==> src/rtl/hazard_pkg.sv <==
// Shared constants for the hazard sequencer: FSM state codes, branch-compare
// forward selects and the Control-unit branch encoding.
package hazard_pkg;

    typedef logic [1:0] state_t;

    localparam state_t ST_RUN   = 2'd0;
    localparam state_t ST_STALL = 2'd1;
    localparam state_t ST_MWAIT = 2'd2;

    localparam logic [1:0] FWD_RF    = 2'b00;
    localparam logic [1:0] FWD_EXMEM = 2'b01;
    localparam logic [1:0] FWD_MEMWB = 2'b10;

    localparam logic [1:0] BR_NONE = 2'b00;
    localparam logic [1:0] BR_BEQ  = 2'b10;
    localparam logic [1:0] BR_BNE  = 2'b11;

endpackage

==> src/rtl/hazard_detect.sv <==
// Combinational hazard classifier: how many bubbles the ID instruction needs
// (0, 1 or 2) and where the ID-stage branch comparator takes its operands.
module hazard_detect #(
    parameter int REG_W = 5
) (
    input  logic [REG_W-1:0] rs,
    input  logic [REG_W-1:0] rt,
    input  logic             uses_rt,
    input  logic [1:0]       branch,
    input  logic             idex_regwrite,
    input  logic             idex_memread,
    input  logic [REG_W-1:0] idex_rd,
    input  logic             exmem_regwrite,
    input  logic             exmem_memread,
    input  logic [REG_W-1:0] exmem_rd,
    input  logic             memwb_regwrite,
    input  logic [REG_W-1:0] memwb_rd,
    output logic [1:0]       depth,
    output logic [1:0]       fwd_a,
    output logic [1:0]       fwd_b
);
    import hazard_pkg::*;

    logic is_br, hit_ex, hit_mem;

    // $0 is hard-wired, so a write to it never creates a dependency.
    function automatic logic reads(input logic [REG_W-1:0] rd);
        return (rd != '0) && ((rd == rs) || (uses_rt && (rd == rt)));
    endfunction

    // The youngest ALU result (EX/MEM) is the most recent value and wins.
    function automatic logic [1:0] fwd_sel(input logic [REG_W-1:0] r);
        if (exmem_regwrite && !exmem_memread && (exmem_rd != '0) && (exmem_rd == r))
            return FWD_EXMEM;
        else if (memwb_regwrite && (memwb_rd != '0) && (memwb_rd == r))
            return FWD_MEMWB;
        else
            return FWD_RF;
    endfunction

    // Bubble depth: a branch behind a load needs the value two stages later.
    always_comb begin
        is_br   = (branch != BR_NONE);
        hit_ex  = reads(idex_rd);
        hit_mem = reads(exmem_rd);
        depth   = 2'd0;
        if (is_br && idex_memread && hit_ex)
            depth = 2'd2;
        else if ((idex_memread && hit_ex) ||
                 (is_br && idex_regwrite && hit_ex) ||
                 (is_br && exmem_memread && hit_mem))
            depth = 2'd1;
    end

    // Branch operand forward selects (rs -> a, rt -> b).
    always_comb begin
        fwd_a = fwd_sel(rs);
        fwd_b = fwd_sel(rt);
    end

endmodule

==> src/rtl/hazard_sequencer.sv <==
// Pipeline stall/flush sequencer for the 5-stage core. Holds PC and IF/ID and
// bubbles ID/EX on data hazards, flushes IF/ID on taken control transfers and
// freezes the pipe while data memory is busy.
// Optional feature: define HAZARD_PERF_EN to build saturating perf counters;
// otherwise the perf_* outputs are constant zero.
module hazard_sequencer #(
    parameter int REG_W  = 5,
    parameter int PERF_W = 32
) (
    input  logic              clock,
    input  logic              reset,
    input  logic [REG_W-1:0]  ifid_rs,
    input  logic [REG_W-1:0]  ifid_rt,
    input  logic              ifid_uses_rt,
    input  logic [1:0]        ifid_branch,
    input  logic              ifid_jump,
    input  logic              branch_taken,
    input  logic              idex_regwrite,
    input  logic              idex_memread,
    input  logic [REG_W-1:0]  idex_rd,
    input  logic              exmem_regwrite,
    input  logic              exmem_memread,
    input  logic [REG_W-1:0]  exmem_rd,
    input  logic              memwb_regwrite,
    input  logic [REG_W-1:0]  memwb_rd,
    input  logic              dmem_req,
    input  logic              dmem_ready,
    output logic              pc_write,
    output logic              ifid_write,
    output logic              ifid_flush,
    output logic              idex_bubble,
    output logic              pipe_en,
    output logic [1:0]        fwd_a,
    output logic [1:0]        fwd_b,
    output logic [PERF_W-1:0] perf_stall,
    output logic [PERF_W-1:0] perf_flush,
    output logic [PERF_W-1:0] perf_wait
);
    import hazard_pkg::*;

    state_t     state, nxt_state;
    state_t     ret_state, nxt_ret;
    logic [1:0] depth, det_fa, det_fb;
    logic       mem_busy, redirect;

    hazard_detect #(.REG_W(REG_W)) u_detect (
        .rs             (ifid_rs),
        .rt             (ifid_rt),
        .uses_rt        (ifid_uses_rt),
        .branch         (ifid_branch),
        .idex_regwrite  (idex_regwrite),
        .idex_memread   (idex_memread),
        .idex_rd        (idex_rd),
        .exmem_regwrite (exmem_regwrite),
        .exmem_memread  (exmem_memread),
        .exmem_rd       (exmem_rd),
        .memwb_regwrite (memwb_regwrite),
        .memwb_rd       (memwb_rd),
        .depth          (depth),
        .fwd_a          (det_fa),
        .fwd_b          (det_fb)
    );

    // Output/next-state decode; stall outputs in RUN are Mealy on depth.
    always_comb begin
        mem_busy    = dmem_req && !dmem_ready;
        redirect    = ifid_jump || ((ifid_branch != BR_NONE) && branch_taken);
        pc_write    = 1'b1;
        ifid_write  = 1'b1;
        ifid_flush  = 1'b0;
        idex_bubble = 1'b0;
        pipe_en     = 1'b1;
        nxt_state   = state;
        nxt_ret     = ret_state;
        fwd_a       = det_fa;
        fwd_b       = det_fb;
        case (state)
            ST_RUN: begin
                if (mem_busy) begin
                    {pc_write, ifid_write, pipe_en} = 3'b000;
                    nxt_state = ST_MWAIT;
                    nxt_ret   = ST_RUN;
                end else if (depth != 2'd0) begin
                    {pc_write, ifid_write, idex_bubble} = 3'b001;
                    if (depth == 2'd2) nxt_state = ST_STALL;
                end else if (redirect) begin
                    ifid_flush = 1'b1;
                end
            end
            ST_STALL: begin
                // Second bubble of a load->branch stall; branch outcome not valid yet.
                if (mem_busy) begin
                    {pc_write, ifid_write, pipe_en} = 3'b000;
                    nxt_state = ST_MWAIT;
                    nxt_ret   = ST_STALL;
                end else begin
                    {pc_write, ifid_write, idex_bubble} = 3'b001;
                    nxt_state = ST_RUN;
                end
            end
            ST_MWAIT: begin
                {pc_write, ifid_write, pipe_en} = 3'b000;
                if (dmem_ready) nxt_state = ret_state;
            end
            default: nxt_state = ST_RUN;
        endcase
        if (reset) begin
            {pc_write, ifid_write, pipe_en} = 3'b000;
            {ifid_flush, idex_bubble}       = 2'b11;
            fwd_a = FWD_RF;
            fwd_b = FWD_RF;
        end
    end

    // State and saved return state (the pending stall survives a memory wait).
    always_ff @(posedge clock or posedge reset) begin
        if (reset) begin
            state     <= ST_RUN;
            ret_state <= ST_RUN;
        end else begin
            state     <= nxt_state;
            ret_state <= nxt_ret;
        end
    end

`ifdef HAZARD_PERF_EN
    // Saturating event counters: bubble cycles, flush pulses, wait cycles.
    always_ff @(posedge clock or posedge reset) begin
        if (reset) begin
            perf_stall <= '0;
            perf_flush <= '0;
            perf_wait  <= '0;
        end else begin
            if (idex_bubble && (perf_stall != '1)) perf_stall <= perf_stall + 1'b1;
            if (ifid_flush && (perf_flush != '1))  perf_flush <= perf_flush + 1'b1;
            if ((state == ST_MWAIT) && (perf_wait != '1)) perf_wait <= perf_wait + 1'b1;
        end
    end
`else
    assign perf_stall = '0;
    assign perf_flush = '0;
    assign perf_wait  = '0;
`endif

endmodule
==> config.mk <==
export PLATFORM = sky130hd
export DESIGN_NAME = hazard_sequencer
export DESIGN_NICKNAME = d
export VERILOG_FILES = /design/src/rtl/hazard_pkg.sv /design/src/rtl/hazard_detect.sv /design/src/rtl/hazard_sequencer.sv
export SDC_FILE = /design/constraint.sdc
export NUM_CORES = 1
export LEC_CHECK = 0
export ABC_AREA = 1
export CORE_MARGIN = 1.5
export CORE_UTILIZATION = 34
export DETAILED_ROUTE_END_ITERATION = 7
export PLACE_DENSITY = 0.87
export SETUP_SLACK_MARGIN = 0.05
export SYNTH_ARGS = -nofsm -noshare
export SYNTH_HDL_FRONTEND = slang
export SYNTH_HIERARCHICAL = 1
export SYNTH_SLANG_ARGS = --single-unit
==> constraint.sdc <==
create_clock -name clock -period 2.5 [get_ports clock]
set_input_delay 0.375 -clock clock [delete_from_list [all_inputs] [get_ports clock]]
set_output_delay 0.375 -clock clock [all_outputs]
set_load 0.005 [all_outputs]
After elaboration in Yosys (flattened, before gate mapping)
Index checks and enable logic that the tools add are counted.
{"block": "totals", "register_bits": 4, "input_bits": 39, "output_inout_bits": 105, "wordCells": 87}
{"block": "op_classes", "eq_ne": 14, "n_mux": 33, "reduce_logical": 38}
{"operator": "$eq 5x5->1", "count": 6}
{"operator": "$mux 2", "count": 14}
{"operator": "$logic_and 1x1->1", "count": 20}
{"operator": "$reduce_bool 5->1", "count": 3}
{"operator": "$mux 1", "count": 14}
{"operator": "$ne 2x2->1 const B", "count": 3}
{"operator": "$ne 3x3->1 const B", "count": 2}
{"operator": "$pmux 1 s2", "count": 3}
{"operator": "$pmux 2 s3", "count": 1}
{"operator": "$reduce_and 3->1", "count": 2}
{"operator": "$reduce_bool 2->1", "count": 3}
{"operator": "$logic_or 1x1->1", "count": 5}
{"operator": "$eq 2x2->1 const B", "count": 2}
{"operator": "$pmux 2 s2", "count": 1}
{"operator": "$reduce_or 2->1", "count": 2}
{"operator": "$eq 2x1->1 const B", "count": 1}
{"operator": "$logic_not 1->1", "count": 2}
{"operator": "$logic_not 2->1", "count": 1}

Depth between registers and ports, before layout
{"block": "logic_depth", "depth_word": 14, "depth_mapped": 14, "depth_no_buf": 14}

Modules after synthesis
Netlist, hierarchy kept.
{"module": "hazard_sequencer", "instances": 1, "cells_per_inst": 145, "area_per_inst_um2": 997.2, "seq_area_each_um2": 75.1}
{"module": "hazard_detect", "instances": 1, "cells_per_inst": 124, "area_per_inst_um2": 583.1, "seq_area_each_um2": 0.0}

Worst setup path after synthesis
Ideal clock, no wire load.
{"block": "synth_path", "kind": "input to output", "start": "input idex_rd[0]", "end": "output pc_write", "arrival_time_ns": 1.505, "required_ns": 2.125, "setup_slack_ns": 0.620, "path_stages": 13, "n_path_buf": 1, "cell_sequence": "inv_1 > nand2_1 > nand2_1 > nor2_1 > nand3_1 > nand2_1 > nand2_1 > nor2_4 > a21oi_2 > nor2_1 > nand3_1 > a21oi_1 > buf_4"}
{"block": "synth_between", "elab_cells_between_ends": 18, "classes_between": "eq/ne (2); mux (6); reduce/logical (10)"}
{"item": "start, declared", "line": "hazard_sequencer.sv:20", "rtl": "input logic [REG_W-1:0] idex_rd,"}
{"item": "$eq 5x5->1", "line": "hazard_detect.sv:28", "rtl": "return (rd != '0) && ((rd == rs) || (uses_rt && (rd == rt)));"}
{"item": "$logic_and 1x1->1", "line": "hazard_detect.sv:28"}
{"item": "$logic_or 1x1->1", "line": "hazard_detect.sv:28"}
{"item": "$logic_and 1x1->1 *", "line": "hazard_detect.sv:28"}
{"item": "$logic_and 1x1->1 *", "line": "hazard_detect.sv:47", "rtl": "if (is_br && idex_memread && hit_ex)"}
{"item": "$mux 2 *", "line": "hazard_detect.sv:47"}
{"item": "named net depth[1]", "line": "hazard_sequencer.sv:43", "rtl": "logic [1:0] depth, det_fa, det_fb;"}
{"item": "$reduce_bool 2->1 *", "line": "hazard_sequencer.sv:83", "rtl": "end else if (depth != 2'd0) begin"}
{"item": "$mux 1 * (2 in series)"}
{"item": "$pmux 1 s2 *"}
{"item": "$mux 1 *"}
{"item": "end, declared", "line": "hazard_sequencer.sv:28", "rtl": "output logic pc_write,"}
The timed path passes the listed nets; every way through them passes the cells marked *.

Worst setup path after layout
{"block": "layout_path", "start": "input ifid_rs[1]", "end": "output pc_write"}
{"block": "layout_between", "elab_cells_between_ends": 19, "classes_between": "eq/ne (2); mux (6); reduce/logical (11)"}
{"item": "start, declared", "line": "hazard_sequencer.sv:12", "rtl": "input logic [REG_W-1:0] ifid_rs,"}
{"item": "$eq 5x5->1", "line": "hazard_detect.sv:28"}
{"item": "$logic_or 1x1->1", "line": "hazard_detect.sv:28"}
{"item": "$logic_and 1x1->1", "line": "hazard_detect.sv:28"}
{"item": "$logic_and 1x1->1", "line": "hazard_detect.sv:47"}
{"item": "$mux 2", "line": "hazard_detect.sv:47"}
{"item": "named net depth[1]", "line": "hazard_sequencer.sv:43"}
{"item": "$reduce_bool 2->1", "line": "hazard_sequencer.sv:83"}
{"item": "$mux 1", "line": "hazard_sequencer.sv:83"}
{"item": "$mux 1", "line": "hazard_sequencer.sv:79", "rtl": "if (mem_busy) begin"}
{"item": "$pmux 1 s2", "line": "hazard_sequencer.sv:77", "rtl": "case (state)"}
{"item": "$mux 1", "line": "hazard_sequencer.sv:107", "rtl": "if (reset) begin"}
The timed path passes the listed nets, and every way through them passes these cells.

==> flow_metrics.env <==
export IMPL_cts_buffer_depth=2
export IMPL_hp_class="primary input to asynchronous set/reset pin"
export IMPL_worst_clock_skew_ns=0.000763
export IMPL_synthCells=269
export IMPL_p_per_area_nw_per_um2=291
export IMPL_numPortBuffers=47
export IMPL_start_util_pct=35.8
export IMPL_coreArea_um2=4410
export IMPL_synth_common_cells="buf_4, nand2_1, inv_1, nor2_1, nand3_1"
export IMPL_wl_per_cell_um=9.44
export IMPL_ys_ff_latch=3
export IMPL_numCtsBuffers=3
export IMPL_critical_path_arrival_ns=2.01
export IMPL_grt_max_degree=9
export IMPL_path_class="primary input to output pin"
export IMPL_peakVddDrop_mv=0.144
export IMPL_gr_usage_all_layers_pct=12.6
export IMPL_synth_edff_count=0
export IMPL_num_rows=24
export IMPL_synthSimpleGateAreaFrac_pct=28.3
export IMPL_status="finished clean"
export IMPL_drtPass1Iterations=4
export IMPL_grt_pass1_vias=1280
export IMPL_syn_area_um2=1580
export IMPL_ys_types=19
export IMPL_yosysSeqAreaShare_pct=4.75
export IMPL_htreeDepth=1
export IMPL_area_growth_syn_to_layout_pct=24.1
export IMPL_vias=1545
export IMPL_cts_sinks=3
export IMPL_yosysMostFrequentCell="buf_4"
export IMPL_rr_worst_depth=5
export IMPL_synth_area_top_cells="buf_4, nand2_1, inv_1"
export IMPL_synth_compound_area_share_pct=4.20
export IMPL_vias_per_cell=3.88
export IMPL_synth_xor_area_share_pct=8.31
export IMPL_power_leakage_nw=1.23
export IMPL_clk_latency_ns=0.22
export IMPL_fin_util_pct=44.4
export IMPL_max_freq_mhz=419
export IMPL_cap_viol_max_count=0
export IMPL_cts_root_buf="clkbuf_8"
export IMPL_diodes=0
export IMPL_drt_iter0_drc=49
export IMPL_nets=386
export IMPL_async_flop_share_pct=100
export IMPL_synth_avg_cell_area_um2=5.87
export IMPL_routed_wl_um=3760
export IMPL_synth_top_family_by_area="buffers and inverters"
export IMPL_fp_dieH_um=71.2
export IMPL_clk_pin_slew_ns=0.03
export IMPL_antenna_left=0
export IMPL_grt_antenna_before_repair=0
export IMPL_critPathRequiredTime_ns=2.12
export IMPL_hold_buffers=0
export IMPL_drcViolationCount=0
export IMPL_layout_drive_gt1_share_pct=23.1
export IMPL_grt_ovfl_total=0
export IMPL_synth_top_flop_cell="dfrtp_1"
export IMPL_finalInstanceArea_um2=1960
export IMPL_netlist_area_leader_share_pct=46.1
export IMPL_dp_hpwl_um=2930
export IMPL_cp_end_kind="output pin"
export IMPL_cts_tree="done"
export IMPL_cp_start_kind="primary input"
export IMPL_grt_pass1_wl_um=5180
export IMPL_placed_cell_area_um2=1920
export IMPL_yosys_warnings=6
export IMPL_rsz0062_at_grt="true"
export IMPL_pin_count=144
export IMPL_final_period_minus_worst_setup_slack_ns=2.39
export IMPL_yosysTopAreaCell="buf_4"
export IMPL_dieArea_um2=5070
export IMPL_synth_fa_ha_area_share_pct=0
export IMPL_period_share_pct=95.4
export IMPL_critPathMaxFanout=4
export IMPL_slew_violations=0
export IMPL_synth_mux_area_share_pct=0
export IMPL_setup_viol=0
export IMPL_die_x_um=71.2
export IMPL_finalHoldViolCount=0
export IMPL_place_gp_congestion=0.890
## layer usage
metal	part of all wire, %	vias to the layer above	global-route usage (%)
met5	0	-	0
met4	2.7	0	5.87
met3	7.5	12	2.28
met2	53	94	24.2
met1	36	669	13.1
li1	-	770	-
## path summary, 6_finish.rpt
kind | slack [ns] | endpoint | start
min in group clock | 0.56 | ret_state[0]$_DFFE_PP0P_ | ret_state[0]$_DFFE_PP0P_
max in group asynchronous | 1.79 | state[1]$_DFFE_PP0P_ | reset
setup reg to reg | 1.50 | state[0]$_DFFE_PP0P_ | state[1]$_DFFE_PP0P_
hold reg to reg | 0.56 | ret_state[0]$_DFFE_PP0P_ | ret_state[0]$_DFFE_PP0P_
setup / recovery | 0.11 | pc_write | ifid_rs[1]
hold / removal | 0.55 | ret_state[0]$_DFFE_PP0P_ | reset
## report_power, final
part / leakage (nW) / switching, W / total (W) / internal (W)
Combinational: 1.17 / 0.000187 / 0.000337 / 0.000150
Clock: 0.0228 / 0.0000410 / 0.000150 / 0.000110
Sequential: 0.0389 / 0.0000204 / 0.0000842 / 0.0000638
Total: 1.23 / 0.000249 / 0.000572 / 0.000323
## final cells by class
cell class | instances | area [um^2]
Timing Repair Buffer | 75 | 573
Sequential cell | 3 | 75.1
Multi-Input combinational cell | 230 | 1080
Fill cell | 460 | 2450
Tap cell | 52 | 65.1
Clock buffer | 4 | 45.0
Inverter | 34 | 128
## registers in the layout, indices dropped and copies added, names as in the netlist
name	cells
ret_state	1
state	2
## placed cells by master, fill, tap and decap left out, types with 2 or more instances in the layout
cell type        count
clkbuf_8             3
nand3_2              2
inv_2                7
dlygate4sd2_1        8
clkbuf_2            15
nor2_1              19
xor2_1               8
a21oi_2              3
o21ai_1              2
dlymetal6s2s_1       3
o21ai_0              5
xnor2_1              5
nor3_2               4
buf_2                6
nand2_1             58
conb_1              96
nand3_1             10
clkdlybuf4s50_1     14
nand4_1              3
buf_4               28
dfrtp_1              3
xnor2_2              2
nor2_2               6
nand2_2              2
inv_1               27
## through the flow
step                hold slack [ns]  setup WS, ns  total power [W]  std cells  TNS, ns
finish                        0.547         0.114         0.000572        398        0
global placement              0.493        -0.400         0.000395        390    -2.15
CTS                           0.542        0.0614         0.000559        397        0
detailed placement            0.535        -0.418         0.000403        390    -2.29
floorplan                     0.143         0.620         0.000351        364        0
global route                  0.580        0.0156         0.000616        398        0
## critical path, cell delays in order
cell	delay [ns]
buf_2	0.12
inv_1	0.06
nand2_1	0.05
nand2_1	0.07
nor2_1	0.13
nand3_1	0.10
nand2_2	0.09
nand2_2	0.06
nor2_4	0.12
a21oi_2	0.06
nor2_2	0.14
buf_4	0.12
buf_4	0.09
nand3_2	0.08
a21oi_2	0.18
buf_2	0.14
## logic make-up (layout without fill, tap and decap cells)
logic type             count (synthesis)  after routing
AO/OA/AOI/OAI                         12             12
XOR/XNOR                              15             15
buffers and inverters                131            113
flip-flops                             3              3
other                                  1             96
AND/OR/NAND/NOR                      107            107
## repair_timing
action | 4_1_cts | 5_1_grt
endpoints found under the hold margin | 0 | 0
setup buffers | 3 | 1
setup endpoints to repair | 8 | 8
resized for setup | 66 | 39
pin swaps | 10 | 10
No activity file was read; power rests on OpenSTA's default activity.
==> RTL change (same flow settings) <==
`REG_W` is set to 5 in 2 places; all go to 10.
--- a/src/rtl/hazard_detect.sv
+++ b/src/rtl/hazard_detect.sv
@@ -1,7 +1,7 @@
 // Combinational hazard classifier: how many bubbles the ID instruction needs
 // (0, 1 or 2) and where the ID-stage branch comparator takes its operands.
 module hazard_detect #(
-    parameter int REG_W = 5
+    parameter int REG_W = 10
 ) (
     input  logic [REG_W-1:0] rs,
     input  logic [REG_W-1:0] rt,
--- a/src/rtl/hazard_sequencer.sv
+++ b/src/rtl/hazard_sequencer.sv
@@ -4,7 +4,7 @@
 // Optional feature: define HAZARD_PERF_EN to build saturating perf counters;
 // otherwise the perf_* outputs are constant zero.
 module hazard_sequencer #(
-    parameter int REG_W  = 5,
+    parameter int REG_W  = 10,
     parameter int PERF_W = 32
 ) (
     input  logic              clock,
Interface: changed (5 resized); port bits go from 144 to 169. No check against the original RTL was run, so the function may have changed too.
==> RTL change against the unedited design <==
Total power grew 19%. Area after synthesis grew 29%. Routed wire length grew 63%. Via count grew 51%. Sequential cell count is the same. Cell area grew 44%. Setup slack lost 0.026 ns. Sequential share of layout area shrank 1.2 points. Critical endpoint is now fwd_a[1]. Highest routed layer unchanged.
==> RTL change: results (changes against the unedited design) <==
stage	metric	value	unit	change
clocking	cts_buffers	3		unchanged
worst_setup_path	cp.arrival	2.04	ns	+0.03 ns
pwr	leakage	1.60	nW	+31%
placed_design	numPortBuffers	72		+53%
grt	grt_use_total	17.5	%	+4.8 points
worst_setup_path	crit_fanout	3		-1
synth	seq_area_frac_synth	3.69	%	-1.1 points
synth	async_reset_ff_share	100	%	unchanged
worst_setup_path	cpLargestDelayFamily	buffers and inverters		
cells_and_area	insertedDiodeCount	0		unchanged
grt	grtUsageMet1	19.5	%	+6.4 points
placed_design	placed_cell_area	2750	um2	+43%
grt	grt_max_degree	9		unchanged
worst_setup_path	cp_slowest_cell	clkdlybuf4s50_1		
route	drt_iter0_markers	134		+170%
synth	ys_types	26		+7
hold_path	hold_end	ret_state[0]$_DFFE_PP0P_		
timing	fin_skew	0.00251	ns	+0.00175 ns
pwr	ir_drop	0.116	mV	-19%
hold_path	hold_class	reg -> reg		
route	antenna_left	0		unchanged
synth	synth_ff_type	dfrtp_1		
route	routed_wl	6140	um	+63%
clocking	clkLatencyLatePin	0.21	ns	
clocking	cts.path.max_buffers	2		unchanged
worst_setup_path	slowest_delay	0.50	ns	+0.32 ns
status	status	finished, final reports clean		
cells_and_area	largestRegisters	state (2), ret_state (1)		
route	drt-pass1-iter-count	4		unchanged
synth	synth_top_area_share	35.8	%	-10 points
clocking	cts.clk_slew.worst_paths	0.03	ns	about the same
placed_design	dp_hpwl	5060	um	+73%
cells_and_area	drive_gt1_share	28.5	%	+5.3 points
synth	ys_top_cells_by_area	buf_4 36%, nand2_1 16%, xnor2_1 7.8%		
clocking	cts_root_buffer	clkbuf_8		
cells_and_area	fin_nets	536		+39%
worst_setup_path	r2r_start	state[1]$_DFFE_PP0P_		
placed_design	post-place-ws	-0.666	ns	-0.248 ns
grt	grt_use_met2	32.7	%	+8.5 points
hold_path	min-delay-start	ret_state[0]$_DFFE_PP0P_		
synth	synth_warnings	6		unchanged
clocking	htreeDepth	1		unchanged
route	avgViaCountPerCell	4.31		+11%
grt	grt_first_pass_wirelength	9000	um	+74%
worst_setup_path	worstRegToRegCells	5		unchanged
worst_setup_path	reg2reg_to	state[0]$_DFFE_PP0P_		
placed_design	gp_congestion	0.905		+1.7%
worst_setup_path	ff2ff_setup_slack	1.47	ns	-0.03 ns
grt	grt_pass1_vias	2101		+64%
grt	gr-usage-met3	1.93	%	-0.35 points
synth	synth_common_cells	97 x buf_4, 88 x nand2_1, 39 x inv_1		
-- RTL change: changes by cell type after synthesis, sizes merged, moves of 3 or more --
cell	before	now
nand2	61	90
inv	34	46
nand3	12	15
nor4	0	6
xor2	8	11
nor2	26	37
o22ai	0	5
xnor2	7	18
-- RTL change: power breakdown --
group	total, W	switching, W	internal (W)	leakage (nW)
registers	0.0000829	0.0000196	0.0000633	0.0389
clock network	0.000140	0.0000311	0.000109	0.0228
logic	0.000456	0.000249	0.000208	1.54
-- RTL change: worst max-delay path by stage --
stage | end | from | slack (ns) | cells after the start
final | fwd_a[1] | memwb_rd[5] | 0.09 | 8
after global routing | ifid_flush | ifid_uses_rt | 0.02 | 17
after CTS | pc_write | ifid_rs[9] | 0.004 | 15
after detailed placement | pc_write | idex_rd[6] | -0.67 | 11
after global placement | ifid_write | idex_rd[6] | -0.65 | 11
after floorplan | pc_write | ifid_rt[3] | 0.50 | 15
-- RTL change: kinds of logic after synthesis --
| group | count (synthesis) | share of synthesized area [%] |
|---|---|---|
| other | 1 | 0.185 |
| xor gates and xnor gates | 29 | 12.5 |
| and+or+nand+nor | 158 | 33.1 |
| DFF | 3 | 3.69 |
| buffers and inverters | 143 | 44.3 |
| AOI/OAI and AO/OA | 21 | 6.22 |
-- RTL change: area by class of cell --
type | instances | area, um2
flip-flops and latches | 3 | 75.1
inverters | 46 | 173
repair buffers | 114 | 887
multi-input cells | 304 | 1550
clock buffers | 4 | 45.0
well taps | 72 | 90.1
fillers | 567 | 2820
-- RTL change: worst register-to-register path: stages (launching register included) --
cell and delay, ns:
dfrtp_1 0.44, nor2_2 0.23, nand2_1 0.08, nand2_1 0.06, inv_1 0.04, nor2_1 0.10
-- RTL change: timing repair --
| item | 4_1_cts | 5_1_grt |
|---|---|---|
| pin swaps | 20 | 30 |
| setup endpoints to repair | 8 | 8 |
| gates resized for setup | 107 | 83 |
| setup buffers | 3 | 2 |
-- RTL change: layer usage --
metal | share of wire, % | vias up
met5 | 0 | -
met4 | 3.1 | 0
met3 | 9.7 | 18
met2 | 51 | 170
met1 | 36 | 1021
li1 | - | 1131
-- RTL change: per-stage QoR --
step	setup TNS, ns	hold WS (ns)	std cells	utilization (%)
after global routing	0	0.567	543	50.0
after floorplan	0	0.143	450	-
after CTS	0	0.531	541	50.2
after global placement	-3.53	0.491	534	48.7
after detailed placement	-3.63	0.522	534	48.7
final	0	0.538	543	50.0
